==> config.mk <==
export PLATFORM = sky130hd
export DESIGN_NAME = lpddr_apb_arb
export DESIGN_NICKNAME = d
export VERILOG_FILES = /design/src/rtl/lpddr_pkg.sv /design/src/rtl/lpddr_rr_arb.sv /design/src/rtl/lpddr_apb_arb.sv
export SDC_FILE = /design/constraint.sdc
export NUM_CORES = 1
export LEC_CHECK = 0
export BUFFER_PORTS_ARGS = -buffer_cell sky130_fd_sc_hd__buf_2
export CAP_MARGIN = 20
export CORE_UTILIZATION = 42
export CTS_CLUSTER_DIAMETER = 60
export DETAILED_ROUTE_END_ITERATION = 7
export PLACE_DENSITY = 0.88
export REMOVE_ABC_BUFFERS = 1
export SYNTH_ARGS = -nofsm -noshare
export SYNTH_HDL_FRONTEND = slang
export SYNTH_SLANG_ARGS = --single-unit
==> constraint.sdc <==
create_clock -name pclk -period 2.4 [get_ports pclk]
set_input_delay 0.24 -clock pclk [delete_from_list [all_inputs] [get_ports pclk]]
set_output_delay 0.24 -clock pclk [all_outputs]
set_load 0.1 [all_outputs]
==> src/rtl/lpddr_pkg.sv <==
// Shared types and APB widths for the LPDDR APB arbiter.
package lpddr_pkg;

  localparam int APB_ADDR_W = 16;
  localparam int APB_DATA_W = 32;

  // Transfer phases of the APB master.
  typedef enum logic [1:0] {
    ST_IDLE   = 2'd0,
    ST_SETUP  = 2'd1,
    ST_ACCESS = 2'd2,
    ST_DONE   = 2'd3
  } state_e;

endpackage

==> src/rtl/lpddr_rr_arb.sv <==
// Combinational round-robin picker: search starts one past last_grant and wraps.
module lpddr_rr_arb #(
  parameter int NREQ = 2,
  parameter int IDXW = $clog2(NREQ)
) (
  input  logic [NREQ-1:0] req,
  input  logic [IDXW-1:0] last_grant,
  output logic [NREQ-1:0] grant_onehot,
  output logic [IDXW-1:0] grant_idx,
  output logic            any
);

  localparam logic [IDXW-1:0] IDX_LAST = IDXW'(NREQ - 1);
  localparam logic [NREQ-1:0] ONE_HOT0 = {{(NREQ-1){1'b0}}, 1'b1};

  logic [IDXW-1:0] cand_s;

  // Walk the candidates in rotating priority order and keep the first one requesting.
  always_comb begin
    cand_s    = last_grant;
    any       = 1'b0;
    grant_idx = '0;
    for (int j = 0; j < NREQ; j++) begin
      if (cand_s == IDX_LAST) begin
        cand_s = '0;
      end else begin
        cand_s = cand_s + 1'b1;
      end
      if (!any && req[cand_s]) begin
        any       = 1'b1;
        grant_idx = cand_s;
      end else begin
        grant_idx = grant_idx;
      end
    end
    if (any) begin
      grant_onehot = ONE_HOT0 << grant_idx;
    end else begin
      grant_onehot = '0;
    end
  end

endmodule

==> src/rtl/lpddr_apb_arb.sv <==
// Arbitrates NREQ requesters onto a single APB master port with a wait-state timeout.
module lpddr_apb_arb
  import lpddr_pkg::*;
#(
  parameter int NREQ        = 2,
  parameter int TIMEOUT_CYC = 16
) (
  input  logic                       pclk,
  input  logic                       presetn,
  input  logic [NREQ-1:0]            req_valid,
  input  logic [NREQ-1:0]            req_write,
  input  logic [NREQ*APB_ADDR_W-1:0] req_addr,
  input  logic [NREQ*APB_DATA_W-1:0] req_wdata,
  output logic [NREQ-1:0]            req_ack,
  output logic                       req_err,
  output logic [APB_DATA_W-1:0]      req_rdata,
  output logic                       busy,
  output logic [APB_ADDR_W-1:0]      paddr,
  output logic [APB_DATA_W-1:0]      pwdata,
  output logic                       pwrite,
  output logic                       psel,
  output logic                       penable,
  input  logic                       pready,
  input  logic [APB_DATA_W-1:0]      prdata
);

  localparam int IDXW  = $clog2(NREQ);
  localparam int WAITW = $clog2(TIMEOUT_CYC + 1);
  localparam logic [WAITW-1:0] WAIT_LAST = WAITW'(TIMEOUT_CYC - 1);

  state_e                  state_q, state_d;
  logic                    psel_q, psel_d;
  logic                    penable_q, penable_d;
  logic                    pwrite_q, pwrite_d;
  logic [APB_ADDR_W-1:0]   paddr_q, paddr_d;
  logic [APB_DATA_W-1:0]   pwdata_q, pwdata_d;
  logic [NREQ-1:0]         ack_q, ack_d;
  logic                    err_q, err_d;
  logic [APB_DATA_W-1:0]   rdata_q, rdata_d;
  logic                    busy_q, busy_d;
  logic [WAITW-1:0]        wait_q, wait_d;
  logic [IDXW-1:0]         last_grant_q, last_grant_d;
  logic [NREQ-1:0]         grant_oh_q, grant_oh_d;

  logic [NREQ-1:0]            rr_onehot_s;
  logic [IDXW-1:0]            rr_idx_s;
  logic                       rr_any_s;
  logic [NREQ*APB_ADDR_W-1:0] addr_shift_s;
  logic [NREQ*APB_DATA_W-1:0] wdata_shift_s;

  lpddr_rr_arb #(
    .NREQ (NREQ),
    .IDXW (IDXW)
  ) u_rr_arb (
    .req          (req_valid),
    .last_grant   (last_grant_q),
    .grant_onehot (rr_onehot_s),
    .grant_idx    (rr_idx_s),
    .any          (rr_any_s)
  );

  // Bring the winner's address and write data down to the low lanes.
  always_comb begin
    addr_shift_s  = req_addr >> (APB_ADDR_W * rr_idx_s);
    wdata_shift_s = req_wdata >> (APB_DATA_W * rr_idx_s);
  end

  // Next-state and next-output logic; completion outputs default to zero every cycle.
  always_comb begin
    state_d      = state_q;
    psel_d       = psel_q;
    penable_d    = penable_q;
    pwrite_d     = pwrite_q;
    paddr_d      = paddr_q;
    pwdata_d     = pwdata_q;
    ack_d        = '0;
    err_d        = 1'b0;
    rdata_d      = '0;
    wait_d       = wait_q;
    last_grant_d = last_grant_q;
    grant_oh_d   = grant_oh_q;
    case (state_q)
      ST_IDLE: begin
        if (rr_any_s) begin
          state_d      = ST_SETUP;
          psel_d       = 1'b1;
          penable_d    = 1'b0;
          pwrite_d     = req_write[rr_idx_s];
          paddr_d      = addr_shift_s[APB_ADDR_W-1:0];
          pwdata_d     = wdata_shift_s[APB_DATA_W-1:0];
          last_grant_d = rr_idx_s;
          grant_oh_d   = rr_onehot_s;
        end else begin
          state_d = ST_IDLE;
        end
      end
      ST_SETUP: begin
        state_d   = ST_ACCESS;
        penable_d = 1'b1;
        wait_d    = '0;
      end
      ST_ACCESS: begin
        if (pready) begin
          state_d   = ST_DONE;
          psel_d    = 1'b0;
          penable_d = 1'b0;
          ack_d     = grant_oh_q;
          rdata_d   = pwrite_q ? '0 : prdata;
        end else if (wait_q == WAIT_LAST) begin
          // Slave never answered: give up and report the failure to the requester.
          state_d   = ST_DONE;
          psel_d    = 1'b0;
          penable_d = 1'b0;
          ack_d     = grant_oh_q;
          err_d     = 1'b1;
        end else begin
          wait_d = wait_q + 1'b1;
        end
      end
      ST_DONE: begin
        state_d = ST_IDLE;
      end
      default: begin
        state_d   = ST_IDLE;
        psel_d    = 1'b0;
        penable_d = 1'b0;
      end
    endcase
    busy_d = (state_d != ST_IDLE);
  end

  // State and output registers; reset abandons any transfer in flight.
  always_ff @(posedge pclk or negedge presetn) begin
    if (!presetn) begin
      state_q      <= ST_IDLE;
      psel_q       <= 1'b0;
      penable_q    <= 1'b0;
      pwrite_q     <= 1'b0;
      paddr_q      <= '0;
      pwdata_q     <= '0;
      ack_q        <= '0;
      err_q        <= 1'b0;
      rdata_q      <= '0;
      busy_q       <= 1'b0;
      wait_q       <= '0;
      last_grant_q <= IDXW'(NREQ - 1);
      grant_oh_q   <= '0;
    end else begin
      state_q      <= state_d;
      psel_q       <= psel_d;
      penable_q    <= penable_d;
      pwrite_q     <= pwrite_d;
      paddr_q      <= paddr_d;
      pwdata_q     <= pwdata_d;
      ack_q        <= ack_d;
      err_q        <= err_d;
      rdata_q      <= rdata_d;
      busy_q       <= busy_d;
      wait_q       <= wait_d;
      last_grant_q <= last_grant_d;
      grant_oh_q   <= grant_oh_d;
    end
  end

  assign req_ack   = ack_q;
  assign req_err   = err_q;
  assign req_rdata = rdata_q;
  assign busy      = busy_q;
  assign paddr     = paddr_q;
  assign pwdata    = pwdata_q;
  assign pwrite    = pwrite_q;
  assign psel      = psel_q;
  assign penable   = penable_q;

endmodule

==> results.yml, run 1 <==
logic_synthesis:
  yosys-top-cells-area: "dfrtp_1 62%, a221o_1 13%, and2_0 7.7%"
  syn_area_mm2: 0.00389
  synth_cell_types: 31
  synth_edf_count: 0
  ys_seq_area_frac: 0.624
  synth.most_common_cell: "dfrtp_1"
  avgSynthCellArea_um2: 12.9
  ys_warn_count: 0
  ys.flop_type: "dfrtp_1"
  synthTopCellsByCount: "96 x dfrtp_1, 49 x a221o_1, 48 x and2_0"
  yosys_register_bits: 97
  synth_cells: 301
  async_flop_share: 1.00
  synth_largest_area_cell: "dfrtp_1"
  synth_top_area_share: 0.618
run_status:
  violations: "design-rule violations"
  status: "complete, but fails checks"
timing:
  finalHoldViolations: 0
  tns_ns: 0
  slew_headroom: 0.527
  clock_skew_ns: 0.00752
  fmax_mhz: 501
  fin_crit_ns: 1.99
  holdWs_ns: 0.0876
  tightest_slew_ns: 0.709
  fin_crit_sh: 0.831
  setup_viol: 0
  drv_slew: 0
  rsz0062_at_grt: "no"
hold_path:
  hold_path_class: "in2reg"
routing:
  vias: 3297
  drc: 6
  highest_layer: "met4"
  met1_length_um: 4130
  vias_per_cell: 5.19
  totalWireLength_um: 10300
  dr_wl_met2_um: 5500
  wl_per_cell_um: 16.3
  drtPass1Iterations: 8
  ant_nets: 0
  dr_wl_met3_um: 496
  drtIter0Drc: 134
cts:
  path_clk_slew_ns: 0.09
  clock_path_buffers: 2
  cts_tree: "yes"
  cts_sinks: 97
  cts_resized: 0
  cts_made_buffers: 9
  cts_setup_buffers: 0
  clk_latency_ns: 0.35
  htreeDepth: 3
  clockRootBuffer: "clkbuf_8"
worst_setup_path:
  end_kind: "flip-flop"
  cp_max_fo: 6
  critPathLaunchType: "flip-flop"
  cp.arrival_ns: 2.23
  critPathKind: "reg2reg"
  required_ns: 2.63
global_route:
  grt_pass1_vias: 3444
  grt_first_pass_wirelength_um: 16400
  grtUsageTotal: 0.217
  grt_max_degree: 56
  antenna_found_initial: 0
  grt-ovfl-total: 0
die:
  start_util: 0.440
  die_y_um: 98.2
  rows: 34
  die_w_um: 98.2
  io_pins: 222
  core_area_mm2: 0.00885
  dieArea_mm2: 0.00965
finish:
  multiInputGateArea_mm2: 0.00138
  post-route-util: 0.613
  area_growth_pct: 39.3
  nFillCells: 725
  insertedDiodeCount: 0
  regArea_mm2: 0.00243
  fin_nets: 664
  drive_gt1_frac: 0.480
job:
  maxCapViolations: 0
placed_design:
  portBuffers: 221
  place_congestion: 0.805
  place_hpwl_um: 7590
## cell type report
cell class / instances / area share
sequential: 97 / 0.448
multi-input combinational: 179 / 0.255
timing repair buffer: 229 / 0.222
clock buffer: 10 / 0.0254
tap: 108 / 0.0249
clock inverter: 6 / 0.0208
inverter: 6 / 0.00416
## cells by family after synthesis
| family | share of synthesized area |
|---|---|
| AO/OA/AOI/OAI | 0.156 |
| XOR/XNOR | 0.00225 |
| adder cells (fa/ha/maj) | 0.0225 |
| buffers and inverters | 0.0296 |
| flip-flops | 0.624 |
| multiplexers | 0.00289 |
| AND/OR/NAND/NOR | 0.162 |
## repair_timing
action	CTS	global route
hold endpoints to repair	53	0
setup endpoints to repair	0	0
hold buffers	1	0
## sequential cells by signal, indices dropped and copies added (netlist names)
| signal | flops |
|---|---|
| pwdata | 32 |
| req_rdata | 32 |
| paddr | 16 |
| wait_q | 5 |
| grant_oh_q | 2 |
| req_ack | 2 |
| state_q | 2 |
| busy | 1 |
| last_grant_q | 1 |
| penable | 1 |
| psel | 1 |
| pwrite | 1 |
| req_err | 1 |
## worst max-delay path: stages, from the launching register on
cell	delay (ns)
dfrtp_1	0.42
ha_1	0.24
and3_1	0.20
ha_1	0.25
nor3b_1	0.35
a211oi_1	0.11
mux2_1	0.33
## worst paths after layout
kind | start | end | slack, ns | depth (start not counted)
min | prdata[11] | req_rdata[11]$_DFF_PN0_ | 0.09 | 2
max reg2reg | wait_q[0]$_DFFE_PN0P_ | penable$_DFFE_PN0P_ | 0.41 | 6
max in group asynchronous | presetn | pwdata[15]$_DFFE_PN0P_ | 1.26 | 3
min in group asynchronous | presetn | req_rdata[20]$_DFF_PN0_ | 0.46 | 2
min reg2reg | grant_oh_q[1]$_DFFE_PN0P_ | grant_oh_q[1]$_DFFE_PN0P_ | 0.48 | 1
max | wait_q[0]$_DFFE_PN0P_ | penable$_DFFE_PN0P_ | 0.41 | 6
## per-stage QoR
step / instance area, µm² / setup slack [ns] / cells
3_3_place_gp: 5130 / 0.555 / 617
2_1_floorplan: 3800 / -0.661 / 282
6_report: 5420 / 0.406 / 635
3_5_place_dp: 5130 / 0.448 / 617
4_1_cts: 5390 / 0.429 / 634
5_1_grt: 5420 / 0.281 / 635
## layer usage
layer / global-route usage / vias up
met5: 0 / -
met4: 0.0758 / 0
met3: 0.0394 / 22
met2: 0.389 / 125
met1: 0.262 / 1635
li1: - / 1515
## cells in the final DEF (no fill, tap or decap), types with 4 or more instances in the layout
cell,synthesis,final
and2_1,33,33
nand2_1,6,6
buf_4,0,6
and2_0,48,48
clkbuf_8,0,10
inv_1,5,5
a221o_1,49,49
nand3_1,4,4
a21o_1,4,4
ha_1,7,7
o21ai_0,5,5
dfrtp_1,96,96
buf_2,14,220
Power of run 1 is left out: the tool's default activity adds up to more than one toggle a clock period on the data nets, which glitch-free logic cannot reach.
==> inputs of run 2 (changes only) <==
==> constraint.sdc (replaced) <==
create_clock -name pclk -period 1.85 [get_ports pclk]
set_input_delay 0.185 -clock pclk [delete_from_list [all_inputs] [get_ports pclk]]
set_output_delay 0.185 -clock pclk [all_outputs]
set_load 0.1 [all_outputs]
==> run 2 against run 1 <==
Effect of this change:
- the run still ends with design-rule violations left
- final area rose by 1.8%
- clock-buffer cell count unchanged
- global-route usage grew 0.45 points
- critical path depth is the same
- maximum frequency grew 12%
- wire length about the same
- utilization rose by 1.1 points
- sequential share of layout area down 0.77 points
- register-to-register slack lost 0.34 ns
- first-iteration DRC count increased by 22%
- worst hold slack lost 0.060 ns
- critical path type unchanged
- critical endpoint is now wait_q[3]$_DFFE_PN0P_
==> results.yml, run 2 (synthesis gave the netlist of run 1 again) <==
run_status:
  status: "complete, but fails checks"
  violations: "design-rule violations"
hold_path:
  hold_depth: 2
  hp-start: "prdata[20]"
  hold_path_class: "in2reg"
  hold_path_end: "req_rdata[20]$_DFF_PN0_"
die:
  io_pins: 222
  start_util: 0.440
  die_w_um: 98.2
  die_y_um: 98.2
  rows: 34
  dieArea_mm2: 0.00965
  core_area_mm2: 0.00885
finish:
  final_common_cell: "buf_2"
  fin_area_mm2: 0.00552
  drive_gt1_frac: 0.497
  fin_nets: 668
  area_growth_pct: 41.8
  insertedDiodeCount: 0
  layout_common_cells: "220 x buf_2, 96 x dfrtp_1, 49 x a221o_1, 48 x and2_0, 33 x and2_1"
  post-route-util: 0.623
  nFillCells: 715
global_route:
  antenna_found_initial: 0
  grt-ovfl-total: 0
  grt_max_degree: 43
  grtUsageTotal: 0.221
  grt_first_pass_wirelength_um: 16800
  grt_pass1_vias: 3464
timing:
  drv_slew: 0
  setup_viol: 0
  finalHoldViolations: 0
  fin_crit_ns: 1.79
  fmax_mhz: 560
  tightest_slew_ns: 0.513
  clock_skew_ns: 0.0152
  fin_crit_sh: 0.966
  fin_ws_ns: 0.0632
  slew_headroom: 0.658
  holdWs_ns: 0.0272
  rsz0062_at_grt: "no"
worst_setup_path:
  critPathLaunchType: "flip-flop"
  reg2reg_from: "wait_q[1]$_DFFE_PN0P_"
  reg2reg_to: "wait_q[3]$_DFFE_PN0P_"
  required_ns: 2.10
  worst-r2r-setup-slack_ns: 0.06
  critPathKind: "reg2reg"
  r2r_cells: 6
  cp.arrival_ns: 2.03
  critPathLaunch: "wait_q[1]$_DFFE_PN0P_"
  cp_max_fo: 6
  end_kind: "flip-flop"
cts:
  htreeDepth: 3
  path_clk_slew_ns: 0.10
  clk_latency_ns: 0.36
  clockRootBuffer: "clkbuf_8"
  clock_path_buffers: 2
  cts_setup_buffers: 0
  cts_sinks: 97
  cts_tree: "yes"
  cts_made_buffers: 9
routing:
  drtIter0Drc: 164
  drtPass1Iterations: 8
  vias_per_cell: 5.13
  wl_per_cell_um: 16.2
  ant_nets: 0
  vias: 3277
  totalWireLength_um: 10300
  drc: 6
placed_design:
  place_ws_ns: -0.0375
  portBuffers: 221
  placed_cell_area_mm2: 0.00523
  place_hpwl_um: 7660
  place_congestion: 0.853
job:
  maxCapViolations: 0
## run 2: worst max path at each step
| stage | slack, ns | depth (start not counted) | end |
|---|---|---|---|
| 2_1_floorplan | -1.21 | 5 | paddr[0]$_DFFE_PN0P_ |
| 3_3_place_gp | 0.05 | 6 | wait_q[3]$_DFFE_PN0P_ |
| 3_5_place_dp | -0.04 | 6 | wait_q[3]$_DFFE_PN0P_ |
| 4_1_cts | 0.06 | 6 | penable$_DFFE_PN0P_ |
| 5_1_grt | 0.01 | 6 | wait_q[3]$_DFFE_PN0P_ |
| 6_report | 0.06 | 6 | wait_q[3]$_DFFE_PN0P_ |
## run 2: metrics by stage
stage               TNS (ns)  std cells
detailed placement   -0.0375        622
global route               0        639
finish                     0        639
floorplan             -62.31        282
global placement           0        622
CTS                        0        639
## run 2: cell type report
type / count / area, µm² / area share
clock inverter: 6 / 95.1 / 0.0172
sequential: 97 / 2430 / 0.440
multi-input combinational: 179 / 1420 / 0.257
inverter: 6 / 22.5 / 0.00408
timing repair buffer: 233 / 1280 / 0.231
tap: 108 / 135 / 0.0245
clock buffer: 10 / 138 / 0.0250
## run 2: critical path, cell delays in order, from the launching register on
cell and delay, ns:
dfrtp_1 0.41, ha_1 0.20, and3_4 0.19, ha_4 0.18, or3b_4 0.44, o211ai_2 0.16
o41ai_2 0.09
## run 2: repair_timing
item                                    CTS  global route
pin swaps                                 0             2
hold buffers                              1             0
endpoints found under the hold margin    37             0
endpoints found under the setup margin    2             4
gates resized for setup                   2             6
## run 2: per-layer routing
layer	GRT usage	part of all wire	vias up	wire, µm
li1	-	-	1525	-
met1	0.265	0.39	1593	4050
met2	0.392	0.53	142	5480
met3	0.0472	0.059	17	612
met4	0.0804	0.018	0	191
met5	0	0	-	0
Power of run 2 is left out for the same reason.
==> inputs of run 3 (changes only) <==
--- a/config.mk
+++ b/config.mk
@@ -7,11 +7,13 @@
 export LEC_CHECK = 0
 export BUFFER_PORTS_ARGS = -buffer_cell sky130_fd_sc_hd__buf_2
 export CAP_MARGIN = 20
+export CORE_MARGIN = 8
 export CORE_UTILIZATION = 42
 export CTS_CLUSTER_DIAMETER = 60
 export DETAILED_ROUTE_END_ITERATION = 7
 export PLACE_DENSITY = 0.88
 export REMOVE_ABC_BUFFERS = 1
+export SETUP_SLACK_MARGIN = 0.4
 export SYNTH_ARGS = -nofsm -noshare
 export SYNTH_HDL_FRONTEND = slang
 export SYNTH_SLANG_ARGS = --single-unit
==> run 3 against run 2 <==
Effect of this change:
- critical endpoint unchanged
- the flow now finishes without violations
- flip-flop and latch count did not move
- critical path type unchanged
- highest routed layer unchanged
- utilization rose by 6.8 points
- worst hold slack got worse by 0.020 ns
- final area rose by 14%
==> results.yml, run 3 (synthesis gave the netlist of run 1 again) <==
cts:
  path_clk_slew_ns: 0.11
  clk_latency_ns: 0.37
  clock_path_buffers: 2
  cts_made_buffers: 9
  htreeDepth: 3
  cts_sinks: 97
  clockRootBuffer: "clkbuf_8"
  cts_tree: "yes"
timing:
  drv_slew: 0
  setup_viol: 0
  tightest_slew_ns: 0.509
  slew_headroom: 0.661
  fmax_mhz: 564
  fin_crit_ns: 1.77
  fin_crit_sh: 0.958
  rsz0062_at_grt: "yes"
  tns_ns: 0
  clock_skew_ns: 0.0213
  finalHoldViolations: 0
routing:
  vias_per_cell: 5.18
  drtIter0Drc: 149
  drtPass1Iterations: 4
  wl_per_cell_um: 20.3
  drc: 0
  ant_nets: 0
  totalWireLength_um: 13900
  vias: 3532
die:
  die_y_um: 112
  io_pins: 222
  core_area_mm2: 0.00911
  die_w_um: 112
  start_util: 0.427
  dieArea_mm2: 0.0126
  rows: 35
finish:
  nFillCells: 689
  layout_common_cells: "219 x buf_2, 96 x dfrtp_1, 49 x a221o_1, 41 x and2_4, 32 x and2_1"
  fin_nets: 708
  regArea_mm2: 0.00243
  drive_gt1_frac: 0.611
  area_growth_pct: 61.8
  multiInputGateArea_mm2: 0.00157
  final_common_cell: "buf_2"
  insertedDiodeCount: 0
worst_setup_path:
  required_ns: 2.08
  reg2reg_to: "wait_q[3]$_DFFE_PN0P_"
  worst-r2r-setup-slack_ns: 0.08
  critPathKind: "reg2reg"
  r2r_cells: 6
  critPathLaunchType: "flip-flop"
  reg2reg_from: "wait_q[0]$_DFFE_PN0P_"
  cp.arrival_ns: 2.00
  end_kind: "flip-flop"
  crit_end: "wait_q[3]$_DFFE_PN0P_"
  cp_max_fo: 6
  critPathLaunch: "wait_q[0]$_DFFE_PN0P_"
global_route:
  grt_max_degree: 98
  grt_first_pass_wirelength_um: 21200
  grtUsageTotal: 0.211
  grt-ovfl-total: 0
  grt_pass1_vias: 4114
  antenna_found_initial: 0
job:
  maxCapViolations: 0
placed_design:
  portBuffers: 221
  place_congestion: 0.726
  place_hpwl_um: 8950
run_status:
  status: "completed"
hold_path:
  hold_path_class: "in2reg"
  hold_depth: 2
-- run 3: what timing repair did --
item / CTS / global route
endpoints found under the setup margin: 95 / 96
cloned: 10 / 2
gates resized for setup: 74 / 29
setup buffers: 21 / 4
endpoints found under the hold margin: 96 / 3
hold buffers: 1 / 3
pin swaps: 46 / 53
-- run 3: worst min-delay path by stage --
stage                from                       to  slack, ns
2_1_floorplan     presetn           busy$_DFF_PN0_      -0.11
3_3_place_gp      presetn  req_rdata[28]$_DFF_PN0_       0.27
3_5_place_dp      presetn  req_rdata[28]$_DFF_PN0_       0.28
4_1_cts        prdata[31]  req_rdata[31]$_DFF_PN0_      0.006
5_1_grt        prdata[18]  req_rdata[18]$_DFF_PN0_   -0.00008
6_report       prdata[14]  req_rdata[14]$_DFF_PN0_      0.007
-- run 3: critical path, cell delays in order, from the launching register on --
cell      delay [ns]
dfrtp_1         0.41
ha_2            0.19
and3_4          0.19
ha_4            0.18
or3b_4          0.41
o211ai_2        0.16
o41ai_1         0.09
-- run 3: final cells by class --
class	count	share of cell area
timing repair buffer	273	0.308
clock inverter	6	0.00914
sequential	97	0.386
tap	111	0.0221
inverter	6	0.00358
clock buffer	10	0.0219
multi-input combinational	179	0.250
-- run 3: metal layers --
layer,global-route usage,wire length (µm),vias to the layer above
li1,-,-,1617
met1,0.220,5160,1750
met2,0.393,7620,141
met3,0.0553,749,24
met4,0.0872,325,0
met5,0,0,-
-- run 3: metrics by stage --
stage / hold slack, ns / std cells / area, µm² / util / setup WS, ns
3_5_place_dp: 0.280 / 625 / 5220 / 0.573 / -0.0380
4_1_cts: 0.00563 / 673 / 6110 / 0.671 / 0.126
3_3_place_gp: 0.269 / 625 / 5220 / 0.573 / 0.0460
5_1_grt: -0.0000819 / 682 / 6290 / 0.691 / -0.0143
2_1_floorplan: -0.111 / 282 / 3800 / - / -1.21
6_report: 0.00748 / 682 / 6290 / 0.691 / 0.0785
Power of run 3 is left out for the same reason.
